--- src/rtl/prll_bs_drvr_endpoint.sv ---
// Driver-slot endpoint for the parallel bus: a show-ahead TX FIFO toward the arbiter and an
// address-filtered show-ahead RX FIFO from the arbiter, both with host-side strobe ports.
module prll_bs_drvr_endpoint #(
  parameter int         bits      = 32,
  parameter int         depth     = 8,
  parameter logic [7:0] id        = 8'h00,
  parameter logic [7:0] broadcast = 8'hFF
) (
  input  logic                   clk,
  input  logic                   reset,
  output logic                   pndng,
  input  logic                   pop,
  output logic [bits-1:0]        D_pop,
  input  logic                   push,
  input  logic [bits-1:0]        D_push,
  input  logic                   tx_wr,
  input  logic [bits-1:0]        tx_data,
  output logic                   tx_full,
  output logic [$clog2(depth):0] tx_count,
  input  logic                   rx_rd,
  output logic [bits-1:0]        rx_data,
  output logic                   rx_empty,
  output logic [$clog2(depth):0] rx_count,
  output logic                   tx_ovf,
  output logic                   rx_ovf,
  output logic                   rx_drop
);

  localparam int AW = $clog2(depth);
  localparam int CW = AW + 1;
  localparam logic [CW-1:0] DEPTH_C = CW'(depth);
  localparam logic [CW-1:0] CNT_ONE = CW'(1);
  localparam logic [AW-1:0] PTR_ONE = AW'(1);

  logic [bits-1:0] tx_mem [depth];
  logic [bits-1:0] rx_mem [depth];

  logic [AW-1:0] tx_wp_q, tx_wp_d, tx_rp_q, tx_rp_d;
  logic [AW-1:0] rx_wp_q, rx_wp_d, rx_rp_q, rx_rp_d;
  logic [CW-1:0] tx_cnt_q, tx_cnt_d, rx_cnt_q, rx_cnt_d;
  logic          tx_ovf_q, tx_ovf_d, rx_ovf_q, rx_ovf_d, rx_drop_q, rx_drop_d;

  logic          tx_do_rd, tx_do_wr, rx_do_rd, rx_do_wr, rx_match;
  logic [7:0]    rx_dest;

  // A read on an empty FIFO never frees a slot, so a full FIFO can only accept with a real read.
  always_comb begin
    rx_dest  = D_push[bits-1 -: 8];
    rx_match = (rx_dest == id) || (rx_dest == broadcast);

    tx_do_rd = pop && (tx_cnt_q != '0);
    tx_do_wr = tx_wr && ((tx_cnt_q < DEPTH_C) || tx_do_rd);
    rx_do_rd = rx_rd && (rx_cnt_q != '0);
    rx_do_wr = push && rx_match && ((rx_cnt_q < DEPTH_C) || rx_do_rd);

    tx_wp_d   = tx_do_wr ? tx_wp_q + PTR_ONE : tx_wp_q;
    tx_rp_d   = tx_do_rd ? tx_rp_q + PTR_ONE : tx_rp_q;
    rx_wp_d   = rx_do_wr ? rx_wp_q + PTR_ONE : rx_wp_q;
    rx_rp_d   = rx_do_rd ? rx_rp_q + PTR_ONE : rx_rp_q;

    tx_cnt_d = tx_cnt_q;
    case ({tx_do_wr, tx_do_rd})
      2'b10:   tx_cnt_d = tx_cnt_q + CNT_ONE;
      2'b01:   tx_cnt_d = tx_cnt_q - CNT_ONE;
      default: tx_cnt_d = tx_cnt_q;
    endcase

    rx_cnt_d = rx_cnt_q;
    case ({rx_do_wr, rx_do_rd})
      2'b10:   rx_cnt_d = rx_cnt_q + CNT_ONE;
      2'b01:   rx_cnt_d = rx_cnt_q - CNT_ONE;
      default: rx_cnt_d = rx_cnt_q;
    endcase

    tx_ovf_d  = tx_ovf_q || (tx_wr && !tx_do_wr);
    rx_ovf_d  = rx_ovf_q || (push && rx_match && !rx_do_wr);
    rx_drop_d = push && !rx_match;
  end

  always_ff @(posedge clk or posedge reset) begin
    if (reset) begin
      tx_wp_q   <= '0;
      tx_rp_q   <= '0;
      rx_wp_q   <= '0;
      rx_rp_q   <= '0;
      tx_cnt_q  <= '0;
      rx_cnt_q  <= '0;
      tx_ovf_q  <= 1'b0;
      rx_ovf_q  <= 1'b0;
      rx_drop_q <= 1'b0;
    end else begin
      tx_wp_q   <= tx_wp_d;
      tx_rp_q   <= tx_rp_d;
      rx_wp_q   <= rx_wp_d;
      rx_rp_q   <= rx_rp_d;
      tx_cnt_q  <= tx_cnt_d;
      rx_cnt_q  <= rx_cnt_d;
      tx_ovf_q  <= tx_ovf_d;
      rx_ovf_q  <= rx_ovf_d;
      rx_drop_q <= rx_drop_d;
    end
  end

  // Storage carries no reset; validity is tracked entirely by the counts.
  always_ff @(posedge clk) begin
    if (tx_do_wr) tx_mem[tx_wp_q] <= tx_data;
    if (rx_do_wr) rx_mem[rx_wp_q] <= D_push;
  end

  always_comb begin
    pndng    = (tx_cnt_q != '0);
    tx_full  = (tx_cnt_q == DEPTH_C);
    tx_count = tx_cnt_q;
    D_pop    = pndng ? tx_mem[tx_rp_q] : '0;
    rx_empty = (rx_cnt_q == '0);
    rx_count = rx_cnt_q;
    rx_data  = rx_empty ? '0 : rx_mem[rx_rp_q];
    tx_ovf   = tx_ovf_q;
    rx_ovf   = rx_ovf_q;
    rx_drop  = rx_drop_q;
  end

endmodule

--- config.mk ---
export PLATFORM = sky130hd
export DESIGN_NAME = prll_bs_drvr_endpoint
export DESIGN_NICKNAME = d
export VERILOG_FILES = /design/src/rtl/prll_bs_drvr_endpoint.sv
export SDC_FILE = /design/constraint.sdc
export NUM_CORES = 1
export LEC_CHECK = 0
export BUFFER_PORTS_ARGS = -buffer_cell sky130_fd_sc_hd__buf_2
export CAP_MARGIN = 20
export CORE_MARGIN = 2
export CORE_UTILIZATION = 55
export DETAILED_ROUTE_END_ITERATION = 10
export GPL_ROUTABILITY_DRIVEN = 0
export GPL_TIMING_DRIVEN = 0
export PLACE_DENSITY = 0.85
export REMOVE_ABC_BUFFERS = 1
export SYNTH_ARGS = -nofsm -noshare
export SYNTH_HDL_FRONTEND = slang
export SYNTH_SLANG_ARGS = --single-unit
export TNS_END_PERCENT = 20
--- constraint.sdc ---
create_clock -name clk -period 6.8 [get_ports clk]
set_input_delay 0.68 -clock clk [delete_from_list [all_inputs] [get_ports clk]]
set_output_delay 0.68 -clock clk [all_outputs]
set_load 0.01 [all_outputs]
==> results of run 1 <==
worst reg2reg max path, stage by stage, from the launching register on:
cell and delay [ns]:
dfrtp_1 0.47, nor4_4 0.78, nor2b_1 0.29, ha_1 0.36
xor2_1 0.17, ha_1 0.19, a21oi_1 0.14, xor2_1 0.16
nor2_1 0.07, xor2_1 0.14
flip-flops by register name, summed over array words and instances (netlist names), 3 cells and up:
register,cells
rx_count,4
tx_count,4
rx_rp_q,3
tx_mem,256
rx_mem,256
tx_rp_q,3
tx_wp_q,3
rx_wp_q,3
cells in the mapped netlist:
library cell  instances
edfxtp_1            512
or2_2                 1
nand3_1               2
o211ai_2              1
nor4b_2               1
buf_1                14
a21oi_1               2
inv_2                 1
mux2i_1              64
nor3_1                4
nor2_4                1
inv_1                 4
nand2b_1              6
o2111ai_1             1
nor4_1                4
ha_1                 10
a32oi_1               2
buf_6                 2
dfrtp_1              23
nor2b_1               1
nand2_1               9
o21bai_1              2
nand4_1               2
buf_2                16
xor2_1                8
buf_4                 2
clkbuf_1             14
nor2_1               75
or4_4                 2
o21ai_0               3
nor4b_1               1
mux4_2              128
nor4b_4               1
nor4_4                2
and2_1                1
mux2_2                5
o22ai_1               2
xnor2_1               9
nor3b_1               3
mux2_1                1
through the flow:
stage	instance area, µm²	util (%)	power [mW]	TNS, ns
floorplan	20500	-	6.09	0
global placement	21900	58.5	7.07	-208.45
detailed placement	22700	60.8	7.14	0
CTS	24400	65.3	10.0	0
global route	24400	65.3	10.3	0
finish	24400	65.3	9.91	0
power by group through the flow:
stage          Clock (mW)  Sequential, mW  Combinational (mW)
5_1_grt              2.96            4.22                3.11
2_1_floorplan           0            4.40                1.70
4_1_cts              2.85            4.20                2.96
3_3_place_gp            0            4.59                2.49
3_5_place_dp            0            4.25                2.88
6_report             2.81            4.19                2.92
worst min path at each step:
stage | slack, ns | endpoint | startpoint
6_report | 0.29 | rx_ovf | reset
5_1_grt | 0.33 | rx_mem[4][20] | D_push[20]
4_1_cts | 0.30 | tx_rp_q[0] | reset
2_1_floorplan | 0.49 | tx_wp_q[0] | tx_wp_q[0]
3_3_place_gp | 0.45 | rx_ovf | rx_ovf
3_5_place_dp | 0.46 | rx_ovf | rx_ovf
layout by cell type, fill, tap and decap left out, types with 3 or more instances in the layout:
cell        synthesis  routed
nand2b_1            6       6
buf_16              0       4
o21ai_0             3       3
bufinv_16           0       4
buf_12              0       8
xor2_1              8       8
clkbuf_1           14      13
buf_6               2      23
clkinv_1            0      12
ha_1               10      10
clkinvlp_4          0       3
mux2i_1            64      64
dfrtp_4             0       4
mux4_2            128     128
nor2_1             75      69
inv_1               4       4
nor2_4              1       7
clkbuf_16           0      53
clkinv_2            0       8
buf_4               2      19
xnor2_1             9       9
mux2_2              5       5
nor3_2              0       4
nand2_1             9       9
edfxtp_1          512     512
diode_2             0       6
dfrtp_1            23      17
nor4_2              0       4
nor3b_1             3       3
buf_2              16     147
buf_8               0       5
area by class of cell:
cell class | count | area [µm²]
timing repair buffer | 206 | 1480
clock buffer | 66 | 1380
antenna | 6 | 15.0
fill | 2227 | 13000
tap | 511 | 639
inverter | 5 | 18.8
multi-input combinational | 354 | 4640
sequential | 535 | 16000
clock inverter | 31 | 288
layer usage:
layer	part of all wire, %	vias to the layer above	global-route usage (%)
li1	-	4326	-
met1	36	5397	28.9
met2	54	499	41.9
met5	0.14	-	0
met4	3.4	10	9.41
met3	7.0	106	4.80
logic make-up after synthesis:
family / share of synthesized area (%)
compound gates: 0.440
xor+xnor: 0.718
fa+ha+maj: 0.603
buf+inv: 1.16
flops: 76.9
mux: 17.3
simple gates: 2.82
==> summary.txt, run 1 <==
Run status
  – Status: finished clean

Drt
  – Routed vias/inst: 6.03
  – DRC viols: 0
  – DRT antenna net count: 0
  – DRT iter0 DRCs: 827
  – Detailed-route wire length: 45800 µm
  – Wire per inst: 26.7 µm
  – 1st-pass router iterations: 7
  – Vias: 10300

Logic synthesis
  – Flops & latches, synth: 535
  – Syn Inst Count: 942
  – Avg Inst Size Synth: 22.0 µm²
  – Distinct cell type count after synthesis: 40
  – Dominant cells by area after synthesis: edfxtp_1, mux4_2, mux2i_1, dfrtp_1, nor2_1
  – Register area share after synthesis: 76.9%
  – Synth top area share: 74.2%
  – Post-Syn Area: 20700 µm²
  – Yosys Warn Count: 0
  – Post-synth top area cell: edfxtp_1

Setup path
  – Worst setup path end: rx_data[22]
  – CP arrival: 2.95 ns
  – Worst path bufs/invs: 2
  – Setup crit end kind: output pin
  – CP top delay family: flip-flops
  – Critical-path maximum fanout: 35
  – Worst r2r dst: rx_count[2]
  – CP startpoint: rx_rp_q[0]
  – CP Launch Type: register
  – Cell Chain, Critical Path: buf_16 > mux4_2 > mux2i_1 > nor2_1 > buf_2
  – RR Startpoint: rx_count[0]
  – R2r worst-path depth: 9
  – Worst path slowest cell: dfrtp_4
  – Worst Path Class, Setup: reg2out
  – R2r setup slk: 3.90 ns
  – Crit path largest cell delay: 0.92 ns
  – WP depth: 5
  – Req. time, crit path: 6.12 ns

Floorplan
  – Die height: 198 µm
  – Full die area: 39300 µm²
  – Core area: 37400 µm²
  – Die X: 198 µm
  – Row count: 71
  – Starting Density: 55.4%
  – Number of I/O pins: 148

Finish
  – Non-Filler Instances: 1714
  – Share of cells above drive strength 1: 36.8%
  – Area Overhead vs Synth: 17.8%
  – Nets@finish: 1235

Global routing
  – Vias in the first global route: 10700
  – Initial antenna violation count: 9
  – GRT Total Usage: 23.8%
  – Largest net degree at the start of global routing: 65
  – First-pass GRT wire length: 67000 µm
  – Total gr overflow: 0

Timing
  – Unrepaired setup endpoints after global routing: no
  – Worst Clk Skew: 0.0285 ns
  – Least-Margin Pin Slew: 1.01 ns
  – Final hold viol count: 0
  – Final period util: 53.3%
  – Setup ws final: 3.17 ns
  – Final setup violation count: 0
  – Hold WS: 0.288 ns
  – Min Clock Period, post-route: 3.63 ns
  – Fmax: 276 MHz
  – Normalized max-slew margin: 32.1%
  – Fin. max-slew vios: 0

Clock network
  – Root Driver: clkbuf_16
  – Post-CTS Hold Fix Bufs: 0
  – Clock latency on the worst-skew pair: 0.60 ns
  – CTS tree: built
  – CTS H-Tree Depth: 2
  – Clock slew at reported path FFs: 0.06 ns
  – Num CTS Buffers: 53
  – Setup bufs post-CTS: 0
  – CTS resizes: 0
  – CTS Sinks: 535
  – Bufs on Longest Clock Path: 3

Placed design
  – Detailed placement HPWL: 27600 µm
  – Port Buffers: 147
  – Worst slack at placement: 3.22 ns
  – DP Cell Count: 1611

Power
  – Switch share: 30.4%
  – Clock power share: 28.3%
  – Switching pwr: 3.01 mW
  – Leakage: 8.29 nW
  – Reg power frac: 42.2%
  – Maximum vdd drop: 399 µV
  – PD cells: 406 nW/µm²
  – Combinational Power Share: 29.4%
  – P_int: 6.90 mW

Flow run
  – Max Cap Viol: 0

Min path
  – Hold Crit Class: in2async
Note: power is estimated with default switching activity, not from simulation.
==> inputs of run 2 (changes only) <==
==> constraint.sdc (replaced) <==
create_clock -name clk -period 3.65 [get_ports clk]
set_input_delay 0.365 -clock clk [delete_from_list [all_inputs] [get_ports clk]]
set_output_delay 0.365 -clock clk [all_outputs]
set_load 0.01 [all_outputs]
==> run 2 against run 1 <==
Compared with the run above: register-to-register slack got worse by 3.2 ns; worst hold slack got worse by 0.26 ns; utilization about the same; first-iteration DRC count decreased by 6.0%; critical path depth unchanged; combinational power increased by 86%; final area about the same; total power increased by 86%.
==> summary.txt, run 2 (synthesized netlist as in run 1, its figures left out) <==
Global routing
  – Total gr overflow: 0 (unchanged)
  – Vias in the first global route: 10700 (-0.0094%)
  – Largest net degree at the start of global routing: 65 (unchanged)
  – First-pass GRT wire length: 67000 µm (about the same)
  – GRT Total Usage: 23.8% (about the same)
  – Initial antenna violation count: 9 (unchanged)

Finish
  – # fillers: 2226 (-0.045%)
  – Nets@finish: 1236 (+0.081%)
  – Most frequent cells in the layout: edfxtp_1, buf_2, mux4_2
  – Commonest non-fill, non-tap cell in the layout: edfxtp_1
  – Top flop regs: rx_mem (256), tx_mem (256)
  – Share of cells above drive strength 1: 36.8% (about the same)
  – Design area: 24400 µm² (about the same)
  – Area Overhead vs Synth: 17.9% (about the same)

Clock network
  – Num CTS Buffers: 53 (unchanged)
  – CTS H-Tree Depth: 2 (unchanged)
  – Post-CTS Hold Fix Bufs: 1 (+1)
  – Bufs on Longest Clock Path: 3 (unchanged)
  – Clock slew at reported path FFs: 0.06 ns (about the same)
  – Clock latency on the worst-skew pair: 0.60 ns (about the same)
  – Root Driver: clkbuf_16
  – CTS tree: built
  – Setup bufs post-CTS: 0 (unchanged)
  – CTS Sinks: 535 (unchanged)
  – CTS resizes: 0 (unchanged)

Setup path
  – R2r setup slk: 0.75 ns (-3.15 ns)
  – R2r worst-path depth: 9 (unchanged)
  – CP Launch Type: register
  – Req. time, crit path: 3.28 ns (-2.84 ns)
  – Critical-path maximum fanout: 35 (unchanged)
  – Worst Path Class, Setup: reg2out
  – Setup crit end kind: output pin
  – CP arrival: 2.95 ns (about the same)
  – RR Startpoint: rx_count[0]
  – Worst r2r dst: rx_count[2]

Drt
  – 1st-pass router iterations: 4 (-3)
  – DRT iter0 DRCs: 777 (-6.0%)
  – Wire per inst: 26.7 µm (about the same)
  – Vias: 10300 (-0.068%)
  – Routed vias/inst: 6.03 (about the same)
  – DRC viols: 0 (unchanged)
  – DRT antenna net count: 0 (unchanged)
  – Detailed-route wire length: 45800 µm (about the same)

Floorplan
  – Number of I/O pins: 148 (unchanged)
  – Row count: 71 (unchanged)
  – Die height: 198 µm (unchanged)
  – Full die area: 39300 µm² (unchanged)
  – Starting Density: 55.4% (unchanged)
  – Die X: 198 µm (unchanged)
  – Core area: 37400 µm² (unchanged)

Flow run
  – Max Cap Viol: 0 (unchanged)

Timing
  – Worst Clk Skew: 0.0305 ns (+0.00206 ns)
  – Unrepaired setup endpoints after global routing: no
  – TNS Setup: 0 ns (unchanged)
  – Final hold viol count: 0 (unchanged)
  – Fin. max-slew vios: 0 (unchanged)
  – Min Clock Period, post-route: 3.32 ns
  – Fmax: 302 MHz
  – Hold WS: 0.0301 ns (-0.258 ns)
  – Final period util: 90.8%
  – Final setup violation count: 0 (unchanged)
  – Normalized max-slew margin: 29.7% (-2.4 points)
  – Least-Margin Pin Slew: 1.05 ns (+0.0361 ns)

Power
  – PD cells: 756 nW/µm² (+86%)
  – Maximum vdd drop: 741 µV (+86%)
  – Overall Power: 18.5 mW (+86%)
  – Leakage: 8.30 nW (about the same)

Placed design
  – Detailed placement HPWL: 27600 µm (unchanged)
  – Placed Area: 22700 µm² (unchanged)
  – Port Buffers: 147 (unchanged)

Min path
  – Min-Delay Startpoint: tx_data[10]
  – Hold Crit Class: in2reg
  – Cell depth of the worst hold path: 1
  – Worst hold endpoint: tx_mem[0][10]

Run status
  – Status: finished clean
==> run 2: worst max-delay path by stage <==
stage,endpoint,cells past startpoint,startpoint
after CTS,rx_data[20],5,rx_rp_q[0]
after global routing,rx_data[20],5,rx_rp_q[0]
after global placement,rx_mem[4][21],5,D_push[24]
after detailed placement,rx_mem[2][2],8,D_push[28]
final,rx_data[22],5,rx_rp_q[0]
after floorplan,rx_mem[0][0],4,D_push[28]
==> run 2: final cells by class <==
class / instances / area, µm² / area share, %
flip-flops and latches: 535 / 16000 / 65.3
inverters: 5 / 18.8 / 0.0768
clock inverters: 31 / 288 / 1.18
clock buffers: 66 / 1380 / 5.63
multi-input cells: 354 / 4640 / 19.0
repair buffers: 207 / 1490 / 6.11
well taps: 511 / 639 / 2.62
diodes: 5 / 12.5 / 0.0512
==> run 2: metrics by stage <==
step | utilization, % | setup slack, ns | instances
CTS | 65.3 | 0.260 | 1709
finish | 65.3 | 0.334 | 1714
global route | 65.3 | 0.180 | 1712
floorplan | - | -1.27 | 894
detailed placement | 60.8 | 0.386 | 1611
global placement | 58.5 | -4.56 | 1552
==> run 2: per-layer routing <==
layer	track usage (%)	wire, µm	vias to the layer above
met5	0	65	-
li1	-	-	4324
met1	28.9	16400	5390
met2	41.9	24500	502
met4	9.41	1510	10
met3	4.80	3280	105
==> run 2: worst max-delay path, stage by stage (launching register included) <==
cell     delay (ns)
dfrtp_4        0.94
buf_16         0.32
mux4_2         0.56
mux2i_1        0.26
nor2_1         0.09
buf_2          0.16
==> run 2: power breakdown <==
part / internal, mW / total [mW] / switching, mW
sequential: 7.23 / 7.80 / 0.570
clock: 2.97 / 5.24 / 2.26
combinational: 2.66 / 5.44 / 2.78
total: 12.9 / 18.5 / 5.62
